## src/rtl/mem_stage.sv

```systemverilog
// MEM stage of the five-stage MIPS pipeline: holds one instruction behind a
// valid/allowin handshake, formats SRAM load data and forwards results to decode.
module mem_stage (
  input  logic         clk,
  input  logic         reset,
  input  logic         es_to_ms_valid,
  input  logic [159:0] es_to_ms_bus,
  output logic         ms_allowin,
  input  logic         ws_allowin,
  output logic         ms_to_ws_valid,
  output logic [122:0] ms_to_ws_bus,
  input  logic [31:0]  data_sram_rdata,
  input  logic         ws_ex,
  input  logic         ws_eret,
  output logic [42:0]  ms_to_ds_bus,
  output logic         ms_cancel
);

  localparam logic [2:0] LD_NONE = 3'd0;
  localparam logic [2:0] LD_LB   = 3'd1;
  localparam logic [2:0] LD_LBU  = 3'd2;
  localparam logic [2:0] LD_LH   = 3'd3;
  localparam logic [2:0] LD_LHU  = 3'd4;
  localparam logic [2:0] LD_LW   = 3'd5;
  localparam logic [2:0] LD_LWL  = 3'd6;
  localparam logic [2:0] LD_LWR  = 3'd7;

  // Handshake: a transfer happens on a rising edge where the producer's valid
  // and the consumer's allowin are both 1; a producer holds its bus stable
  // while valid is high and allowin is low.
  logic         ms_valid;
  logic         ms_ready_go;
  logic         flush;
  logic [159:0] bus_r;

  logic [31:0]  badvaddr;
  logic [10:0]  c0_bus;
  logic         c0_eret;
  logic         c0_mfc0;
  logic         bd;
  logic         ex;
  logic [4:0]   excode;
  logic [31:0]  rt_value;
  logic [2:0]   ld_type;
  logic [1:0]   addr_lo;
  logic [3:0]   rf_we;
  logic [4:0]   dest;
  logic [31:0]  alu_result;
  logic [31:0]  pc;

  logic [7:0]   byte_sel;
  logic [15:0]  half_sel;
  logic [31:0]  lwl_data;
  logic [31:0]  lwr_data;
  logic [31:0]  load_data;
  logic [31:0]  final_result;

  assign flush       = ws_ex | ws_eret;
  assign ms_ready_go = 1'b1;
  assign ms_allowin  = !ms_valid || (ms_ready_go && ws_allowin);

  always_ff @(posedge clk) begin
    if (reset) begin
      ms_valid <= 1'b0;
    end else if (flush) begin
      ms_valid <= 1'b0;
    end else if (ms_allowin) begin
      ms_valid <= es_to_ms_valid;
    end
  end

  // Contents only matter while ms_valid is set, so no reset is needed.
  always_ff @(posedge clk) begin
    if (es_to_ms_valid && ms_allowin) begin
      bus_r <= es_to_ms_bus;
    end
  end

  assign badvaddr   = bus_r[159:128];
  assign c0_bus     = bus_r[127:117];
  assign c0_eret    = bus_r[127];
  assign c0_mfc0    = bus_r[125];
  assign bd         = bus_r[116];
  assign ex         = bus_r[115];
  assign excode     = bus_r[114:110];
  assign rt_value   = bus_r[109:78];
  assign ld_type    = bus_r[77:75];
  assign addr_lo    = bus_r[74:73];
  assign rf_we      = bus_r[72:69];
  assign dest       = bus_r[68:64];
  assign alu_result = bus_r[63:32];
  assign pc         = bus_r[31:0];

  // Little-endian lane selection plus the unaligned-word merges.
  always_comb begin
    byte_sel = data_sram_rdata[7:0];
    lwl_data = data_sram_rdata;
    lwr_data = data_sram_rdata;
    case (addr_lo)
      2'd0: begin
        byte_sel = data_sram_rdata[7:0];
        lwl_data = {data_sram_rdata[7:0], rt_value[23:0]};
        lwr_data = data_sram_rdata;
      end
      2'd1: begin
        byte_sel = data_sram_rdata[15:8];
        lwl_data = {data_sram_rdata[15:0], rt_value[15:0]};
        lwr_data = {rt_value[31:24], data_sram_rdata[31:8]};
      end
      2'd2: begin
        byte_sel = data_sram_rdata[23:16];
        lwl_data = {data_sram_rdata[23:0], rt_value[7:0]};
        lwr_data = {rt_value[31:16], data_sram_rdata[31:16]};
      end
      default: begin
        byte_sel = data_sram_rdata[31:24];
        lwl_data = data_sram_rdata;
        lwr_data = {rt_value[31:8], data_sram_rdata[31:24]};
      end
    endcase
    half_sel = addr_lo[1] ? data_sram_rdata[31:16] : data_sram_rdata[15:0];
  end

  always_comb begin
    load_data = data_sram_rdata;
    case (ld_type)
      LD_LB:   load_data = {{24{byte_sel[7]}}, byte_sel};
      LD_LBU:  load_data = {24'd0, byte_sel};
      LD_LH:   load_data = {{16{half_sel[15]}}, half_sel};
      LD_LHU:  load_data = {16'd0, half_sel};
      LD_LW:   load_data = data_sram_rdata;
      LD_LWL:  load_data = lwl_data;
      LD_LWR:  load_data = lwr_data;
      default: load_data = data_sram_rdata;
    endcase
  end

  assign final_result = (ld_type != LD_NONE) ? load_data : alu_result;

  assign ms_to_ws_valid = ms_valid && ms_ready_go && !flush;
  assign ms_to_ws_bus   = {badvaddr, c0_bus, bd, ex, excode,
                           rf_we, dest, final_result, pc};

  // mfc0_block stalls decode: the CP0 read value only exists in WB.
  assign ms_to_ds_bus = {ms_valid,
                         ms_valid && c0_mfc0,
                         {4{ms_valid && !ex}} & rf_we,
                         dest,
                         final_result};

  assign ms_cancel = ms_valid && (ex || c0_eret);

endmodule

```

## config.mk

```make
export PLATFORM = sky130hd
export DESIGN_NAME = mem_stage
export DESIGN_NICKNAME = d
export VERILOG_FILES = /design/src/rtl/mem_stage.sv
export SDC_FILE = /design/constraint.sdc
export NUM_CORES = 1
export LEC_CHECK = 0
export ABC_CLOCK_PERIOD_IN_PS = 15800
export BUFFER_PORTS_ARGS = -buffer_cell sky130_fd_sc_hd__buf_2
export CAP_MARGIN = 5
export CORE_ASPECT_RATIO = 0.6
export CORE_MARGIN = 3
export CORE_UTILIZATION = 30
export CTS_BUF_LIST = sky130_fd_sc_hd__clkbuf_8
export CTS_CLUSTER_SIZE = 40
export DETAILED_ROUTE_END_ITERATION = 10
export SYNTH_ARGS = -nofsm -noshare
export SYNTH_HDL_FRONTEND = slang
export SYNTH_SLANG_ARGS = --single-unit
```

## constraint.sdc

```tcl
create_clock -name clk -period 15.8 [get_ports clk]
set_clock_uncertainty 0.15 [all_clocks]
set_input_delay 3.16 -clock clk [delete_from_list [all_inputs] [get_ports clk]]
set_output_delay 3.16 -clock clk [all_outputs]
set_load 0.01 [all_outputs]
```

; ---- Word-level counts from Yosys, hierarchy flattened
; Cells that the tools add are included.
[word_totals]
reg_bits = 161
in_bits = 198
output_inout_bits = 169
wordCells = 31
[op_classes]
eq_ne = 8
n_mux = 6
bitwise_logic = 2
reduce_logical = 13
[op_table]
columns = op, n
row1 = one-hot mux 32 bit (3 select lines), 2
row2 = one-hot mux 32 bit (6 select lines), 1
row3 = 2-to-1 mux 32 bit, 1
row4 = one-hot mux 8 bit (3 select lines), 1
row5 = 2-to-1 mux 16 bit, 1
row6 = == test 3 bit (second input constant), 3
row7 = == test 3 x 2 -> 1 bit (second input constant), 2
row8 = logical AND 1 bit, 5
row9 = AND 4 bit, 1
row10 = == test 3 x 1 -> 1 bit (second input constant), 1
row11 = zero test 1 bit, 3
row12 = nonzero test 3 bit, 1
row13 = == test 2 x 1 -> 1 bit (second input constant), 1
row14 = == test 2 bit (second input constant), 1
row15 = zero test 2 bit, 1
row16 = logical OR 1 bit, 2
row17 = OR reduction 2 bit, 1
row18 = bitwise OR 1 bit, 1

; ---- Depth between registers and ports, before layout
; Gate-level depths: netlist of the first run.
[depth]
word_depth = 4
ltp_mapped = 8
mapped_depth_nobuf = 5

; ---- Worst setup path after synthesis of the first run
; Ideal clock, no wire load.
[synth_timing]
path_type = input port to output port
start = input data_sram_rdata[31]
end = output ms_to_ws_bus[48]
arrival_time_ns = 4.416
required_ns = 12.490
path_slack_ns = 8.074
stages = 5
n_path_buf = 1
cell_sequence = mux4_2 nor2b_4 o21ai_2 a31oi_1 buf_4
[synth_via]
elab_chain_cells = 3
elab_cells_between_ends = 4
classes_between = 4 x mux
[synth_rtl]
columns = item, line
row1 = "start, declared", 12  ; input logic [31:0] data_sram_rdata,
row2 = one-hot mux 8 bit (3 select lines) / 2-to-1 mux 16 bit (equally long branches), "99, 121"
row3 = one-hot mux 32 bit (6 select lines) (*), 126  ; case (ld_type)
row4 = 2-to-1 mux 32 bit (*), 138  ; assign final_result = (ld_type != LD_NONE) ? load_data : alu_result;
row5 = "end, declared", 11  ; output logic [122:0] ms_to_ws_bus,
; Mark *: on every way between the ends. The rest lies on a longest branch, timed or not.

; ---- Worst setup path in the final report of the first run
[layout_timing]
start = input data_sram_rdata[23]
end = output ms_to_ws_bus[58]
[layout_via]
elab_chain_cells = 3
[layout_rtl]
columns = item, line
row1 = one-hot mux 8 bit (3 select lines), 99  ; case (addr_lo)
row2 = one-hot mux 32 bit (6 select lines), 126
row3 = 2-to-1 mux 32 bit, 138
; No other way between the ends.

==> results.yml, run 1 <==
detailed_routing:
  routed_via_density: 4.93
  postRouteAntennaNets: 0
  drtIter0Drc: 503
  wl_um: 26800
  remaining_drc_errors: 0
  vias: 6102
  drt_first_pass_iters: 5
  avgRoutedWirePerCell_um: 21.7
sta:
  finalSetupViolCount: 0
  rsz0062_at_grt: "false"
  hold_violations: 0
  slew_headroom_pct: 35.7
  clock.fmax_mhz: 118
  period_minus_slack_ns: 8.47
  setup_tns_ns: 0
  setup_ws_ns: 7.33
  slew_viol_final: 0
  post-route-period-util_pct: 53.6
  tightestPinTransition_ns: 0.964
layout:
  area_growth_pct: 19.5
  drive_gt1_share_pct: 53.9
  final_cells: 1237
  final_nets: 1060
  final_cell_mix: "366 x buf_2, 160 x edfxtp_1, 27 x nor2_1, 27 x mux2_2, 27 x a21oi_1"
  final_common_cell: "buf_2"
critical_path:
  worstPathArrival_ns: 5.16
  end_kind: "primary output"
  slowest_stage: "o21ai_2"
  cp-start-kind: "primary input"
  cp_top_family: "compound AO/OA/AOI/OAI gates"
  path_cells: "buf_2 > mux4_2 > nor2b_4 > o21ai_2 > a31oi_1 > buf_2"
  crit_path_max_incr_delay_ns: 0.66
  critical_path_required_ns: 12.49
  crit_type: "in -> out"
  crit_top_cell: "buf_2"
  crit_buf_inv: 2
  worstPathMaxFanout: 9
synth:
  synth_warnings: 0
  syn_nets: 828
  postSynthCellCount: 630
  async_reset_ff_share_pct: 0
  synth.distinct_cells: 49
  synthFlopType: "edfxtp_1"
  synth_seq_cells: 161
  syn_area_um2: 8360
  avgSynthCellArea_um2: 13.3
  synth_top_cell_by_area: "edfxtp_1"
  synth.top_cells.by_area: "edfxtp_1 57%, buf_4 12%, mux4_2 4.6%"
  synth_top_area_share_pct: 57.5
  synth_edf_count: 160
  seq_area_frac_synth_pct: 57.7
global_route:
  grt-ovfl-total: 0
  met1_usage_pct: 23.5
  grt_pass1_vias: 6090
  top_usage_layer: "met2"
  grt_util_met2_pct: 27.4
  track_usage_pct: 17.6
  grt_max_degree: 74
  grt_antenna_before_repair: 6
  use_met3_pct: 6.58
  grt_pass1_wl_um: 38900
clock_tree:
  cts_resized: 0
  cts.sinks: 161
  ctsRootBufferMaster: "clkbuf_8"
  post_cts_buffers: 0
  hold_buffers: 0
  h-tree-depth: 4
  cts_max_path_buffers: 2
  worstSkewPairLatency_ns: 0.48
  cts_inserted_buffers: 17
  cts_tree: "done"
  path_clk_slew_ns: 0.09
floorplan:
  dieHeight_um: 135
  core_area_um2: 26900
  start_util_pct: 31.0
  rows: 46
  dieArea_um2: 30000
  die_w_um: 222
  ioPinCount: 367
place:
  dp_slack_ns: 7.35
  gp_congestion: 0.835
  place_inst: 1203
  hpwl_um: 20200
  port_buffers: 366
pwr:
  powerDensity_nw_per_um2: 102
  power_mw: 1.02
  leakagePower_nw: 4.10
  irDropWorstVdd_mv: 0.0607
flow_run:
  drv_cap: 0
min_path:
  min_path_type: "reg -> reg"
status:
  status: "finished clean"
[cells in the mapped netlist (2+ instances only)]
library cell / n
edfxtp_1: 160
buf_4: 136
nor2_1: 28
a21oi_1: 27
mux2_2: 27
nand2_1: 25
o22ai_1: 25
mux2i_1: 21
a31oi_1: 18
buf_2: 17
mux4_2: 17
o21ai_0: 16
a211oi_1: 10
a22oi_1: 9
clkbuf_1: 9
o221a_2: 9
o221ai_1: 8
and2_1: 7
nand2b_1: 7
nand4b_1: 5
nor2b_1: 5
nor3_1: 4
o211ai_1: 4
a221oi_1: 3
a222oi_1: 3
inv_1: 3
or2_2: 3
nand3b_1: 2
xnor2_1: 2
[cells by family after synthesis]
kind of cell	count (synthesis)	share of synthesized area (%)
multiplexers	65	10.7
buffers and inverters	168	14.0
XOR/XNOR	3	0.314
AO/OA/AOI/OAI	139	11.5
flip-flops	161	57.7
AND/OR/NAND/NOR	94	5.78
[worst reg2reg max path, stage by stage (launching register included)]
cell,delay (ns)
dfxtp_1,0.38
nand2b_1,0.13
and2_4,0.48
buf_4,0.85
[final cells by class]
class	count	area (µm²)
fillers	2619	16900
flip-flops and latches	161	4820
multi-input cells	301	2370
repair buffers	377	1910
well taps	360	450
clock buffers	17	234
clock inverters	15	179
inverters	4	15.0
diodes	2	5.00
[metrics by stage]
| step | area [µm²] | hold slack (ns) | util, % |
|---|---|---|---|
| 6_report | 9990 | 0.501 | 37.1 |
| 5_1_grt | 9990 | 0.539 | 37.1 |
| 4_1_cts | 9990 | 0.494 | 37.1 |
| 3_5_place_dp | 9580 | 0.481 | 35.5 |
| 3_3_place_gp | 9580 | 0.482 | 35.5 |
| 2_1_floorplan | 8360 | 0.463 | - |
[registers in the layout, indices dropped and copies added, names as in the netlist]
| name | cells |
|---|---|
| ms_valid | 1 |
| bus_r | 160 |
[final timing paths]
| check | start | end | slack [ns] | depth (start not counted) |
|---|---|---|---|---|
| setup / recovery | data_sram_rdata[23] | ms_to_ws_bus[58] | 7.33 | 6 |
| hold / removal | ms_valid$_SDFFE_PP0N_ | ms_valid$_SDFFE_PP0N_ | 0.50 | 2 |
| setup reg to reg | ms_valid$_SDFFE_PP0N_ | bus_r[43]$_DFFE_PP_ | 13.37 | 3 |
| hold reg to reg | ms_valid$_SDFFE_PP0N_ | ms_valid$_SDFFE_PP0N_ | 0.50 | 2 |
[power breakdown]
part	total, mW	internal, mW	switching [mW]
Sequential	0.506	0.498	0.00871
Combinational	0.179	0.0753	0.104
Clock	0.330	0.158	0.171
Total	1.02	0.731	0.284
[routing by layer]
| metal | share of wire [%] | routed length [µm] |
|---|---|---|
| met1 | 43 | 11400 |
| met2 | 46 | 12400 |
| met3 | 10 | 2700 |
| met4 | 0.63 | 170 |
| met5 | 0.27 | 73 |
No activity file was read; power rests on OpenSTA's default activity.
==> run 2, diff against run 1 <==
Settings changed: ABC_CLOCK_PERIOD_IN_PS 15800 to 7420.
Clock period 15.8 ns to 7.42 ns, I/O delays scaled along.
==> run 2 against run 1 <==
  * Die area unchanged
  * Sequential power grew 110%
  * Sequential cell count did not move
  * Utilization is essentially flat
  * Clock-buffer cell count stayed put
  * Critical path depth stayed put
  * Cell count unchanged
  * Via count grew 0.57%
  * Design area is 0.10% lower
  * Non-clock buffer count unchanged
  * Highest routed layer unchanged
==> results.yml, run 2 (same netlist as run 1, synthesis figures left out) <==
place:
  port_buffers: 366
  placed_cell_area_um2: 9580
  gp_congestion: 0.860
  dp_slack_ns: 2.33
  place_inst: 1203
  hpwl_um: 19900
floorplan:
  rows: 46
  dieHeight_um: 135
  start_util_pct: 31.0
  ioPinCount: 367
  dieArea_um2: 30000
  die_w_um: 222
  core_area_um2: 26900
sta:
  finalSetupViolCount: 0
  tightestPinTransition_ns: 1.01
  setup_ws_ns: 2.32
  holdWs_ns: 0.508
  clock.fmax_mhz: 196
  hold_violations: 0
  post-route-period-util_pct: 68.7
  slew_headroom_pct: 32.6
  slew_viol_final: 0
  period_minus_slack_ns: 5.10
  rsz0062_at_grt: "false"
  setup_tns_ns: 0
clock_tree:
  worstSkewPairLatency_ns: 0.48
  cts_resized: 0
  h-tree-depth: 4
  cts_tree: "done"
  ctsRootBufferMaster: "clkbuf_8"
  cts_inserted_buffers: 17
  path_clk_slew_ns: 0.10
  hold_buffers: 0
  post_cts_buffers: 0
  cts.sinks: 161
  cts_max_path_buffers: 2
pwr:
  power_frac_comb_pct: 17.7
  power.internal_mw: 1.53
  powerDensity_nw_per_um2: 215
  p_seq_share_pct: 50.4
  power_mw: 2.14
  irDropWorstVdd_mv: 0.124
  p_sw_mw: 0.615
  p_sw_share_pct: 28.7
  clkPwrFrac_pct: 31.9
  leakagePower_nw: 4.09
detailed_routing:
  wl_um: 26400
  drtIter0Drc: 567
  drt_first_pass_iters: 5
  remaining_drc_errors: 0
  postRouteAntennaNets: 0
  routed_via_density: 4.96
  avgRoutedWirePerCell_um: 21.4
  vias: 6137
layout:
  fillerInstances: 2642
  final_cell_mix: "366 x buf_2, 160 x edfxtp_1, 27 x nor2_1, 27 x mux2_2, 27 x a21oi_1"
  design_area_um2: 9980
  largest_reg_flops: 160
  final_util_pct: 37.1
  final_cells: 1237
  area_growth_pct: 19.4
  largest-register: "bus_r"
  drive_gt1_share_pct: 54.1
  final_nets: 1060
  final_common_cell: "buf_2"
  reg.largest.list: "bus_r (160), ms_valid (1)"
global_route:
  grt-ovfl-total: 0
  grt_antenna_before_repair: 7
  grt_pass1_wl_um: 38500
  grt_pass1_vias: 5903
  track_usage_pct: 17.4
  grt_max_degree: 77
status:
  status: "finished clean"
critical_path:
  worstPathArrival_ns: 3.47
  end_kind: "primary output"
  crit_type: "in -> out"
  critical_path_required_ns: 5.79
  worstPathMaxFanout: 9
  cp-start-kind: "primary input"
min_path:
  min_path_type: "reg -> reg"
flow_run:
  drv_cap: 0
## run 2: changes by cell type in the layout (fill, tap and decap cells not counted), sizes merged
| cell | delta |
|---|---|
| clkinv | -1 |
| inv | +2 |
| bufinv | -1 |
## run 2: critical path: stages
cell and delay [ns]:
buf_2 0.16, mux4_2 0.51, nor2b_4 0.16, o21ai_2 0.62
a31oi_1 0.30, buf_2 0.22
## run 2: power by group through the flow
| stage | clock network (mW) | registers, mW | logic [mW] |
|---|---|---|---|
| detailed placement | 0 | 1.10 | 0.380 |
| floorplan | 0 | 1.10 | 0.267 |
| global placement | 0 | 1.10 | 0.378 |
| CTS | 0.709 | 1.08 | 0.381 |
| global route | 0.745 | 1.09 | 0.410 |
| finish | 0.685 | 1.08 | 0.379 |
## run 2: path summary, 6_finish.rpt
| check | cells after the start | startpoint | end | slack, ns |
|---|---|---|---|---|
| min reg2reg | 2 | ms_valid$_SDFFE_PP0N_ | ms_valid$_SDFFE_PP0N_ | 0.51 |
| min | 2 | ms_valid$_SDFFE_PP0N_ | ms_valid$_SDFFE_PP0N_ | 0.51 |
| max reg2reg | 3 | ms_valid$_SDFFE_PP0N_ | bus_r[151]$_DFFE_PP_ | 4.65 |
| max | 6 | data_sram_rdata[23] | ms_to_ds_bus[26] | 2.32 |
## run 2: area by class of cell
| class | instances | area (µm²) | area share, % |
|---|---|---|---|
| Sequential cell | 161 | 4820 | 48.3 |
| Clock inverter | 15 | 169 | 1.69 |
| Antenna cell | 2 | 5.00 | 0.0501 |
| Timing Repair Buffer | 377 | 1910 | 19.2 |
| Tap cell | 360 | 450 | 4.51 |
| Inverter | 4 | 15.0 | 0.150 |
| Multi-Input combinational cell | 301 | 2370 | 23.7 |
| Clock buffer | 17 | 234 | 2.34 |
## run 2: per-layer routing
layer / GRT usage, % / wire length, µm
met2: 26.4 / 12000
met1: 23.8 / 11400
met5: 0 / 52
met4: 4.37 / 296
met3: 6.13 / 2690
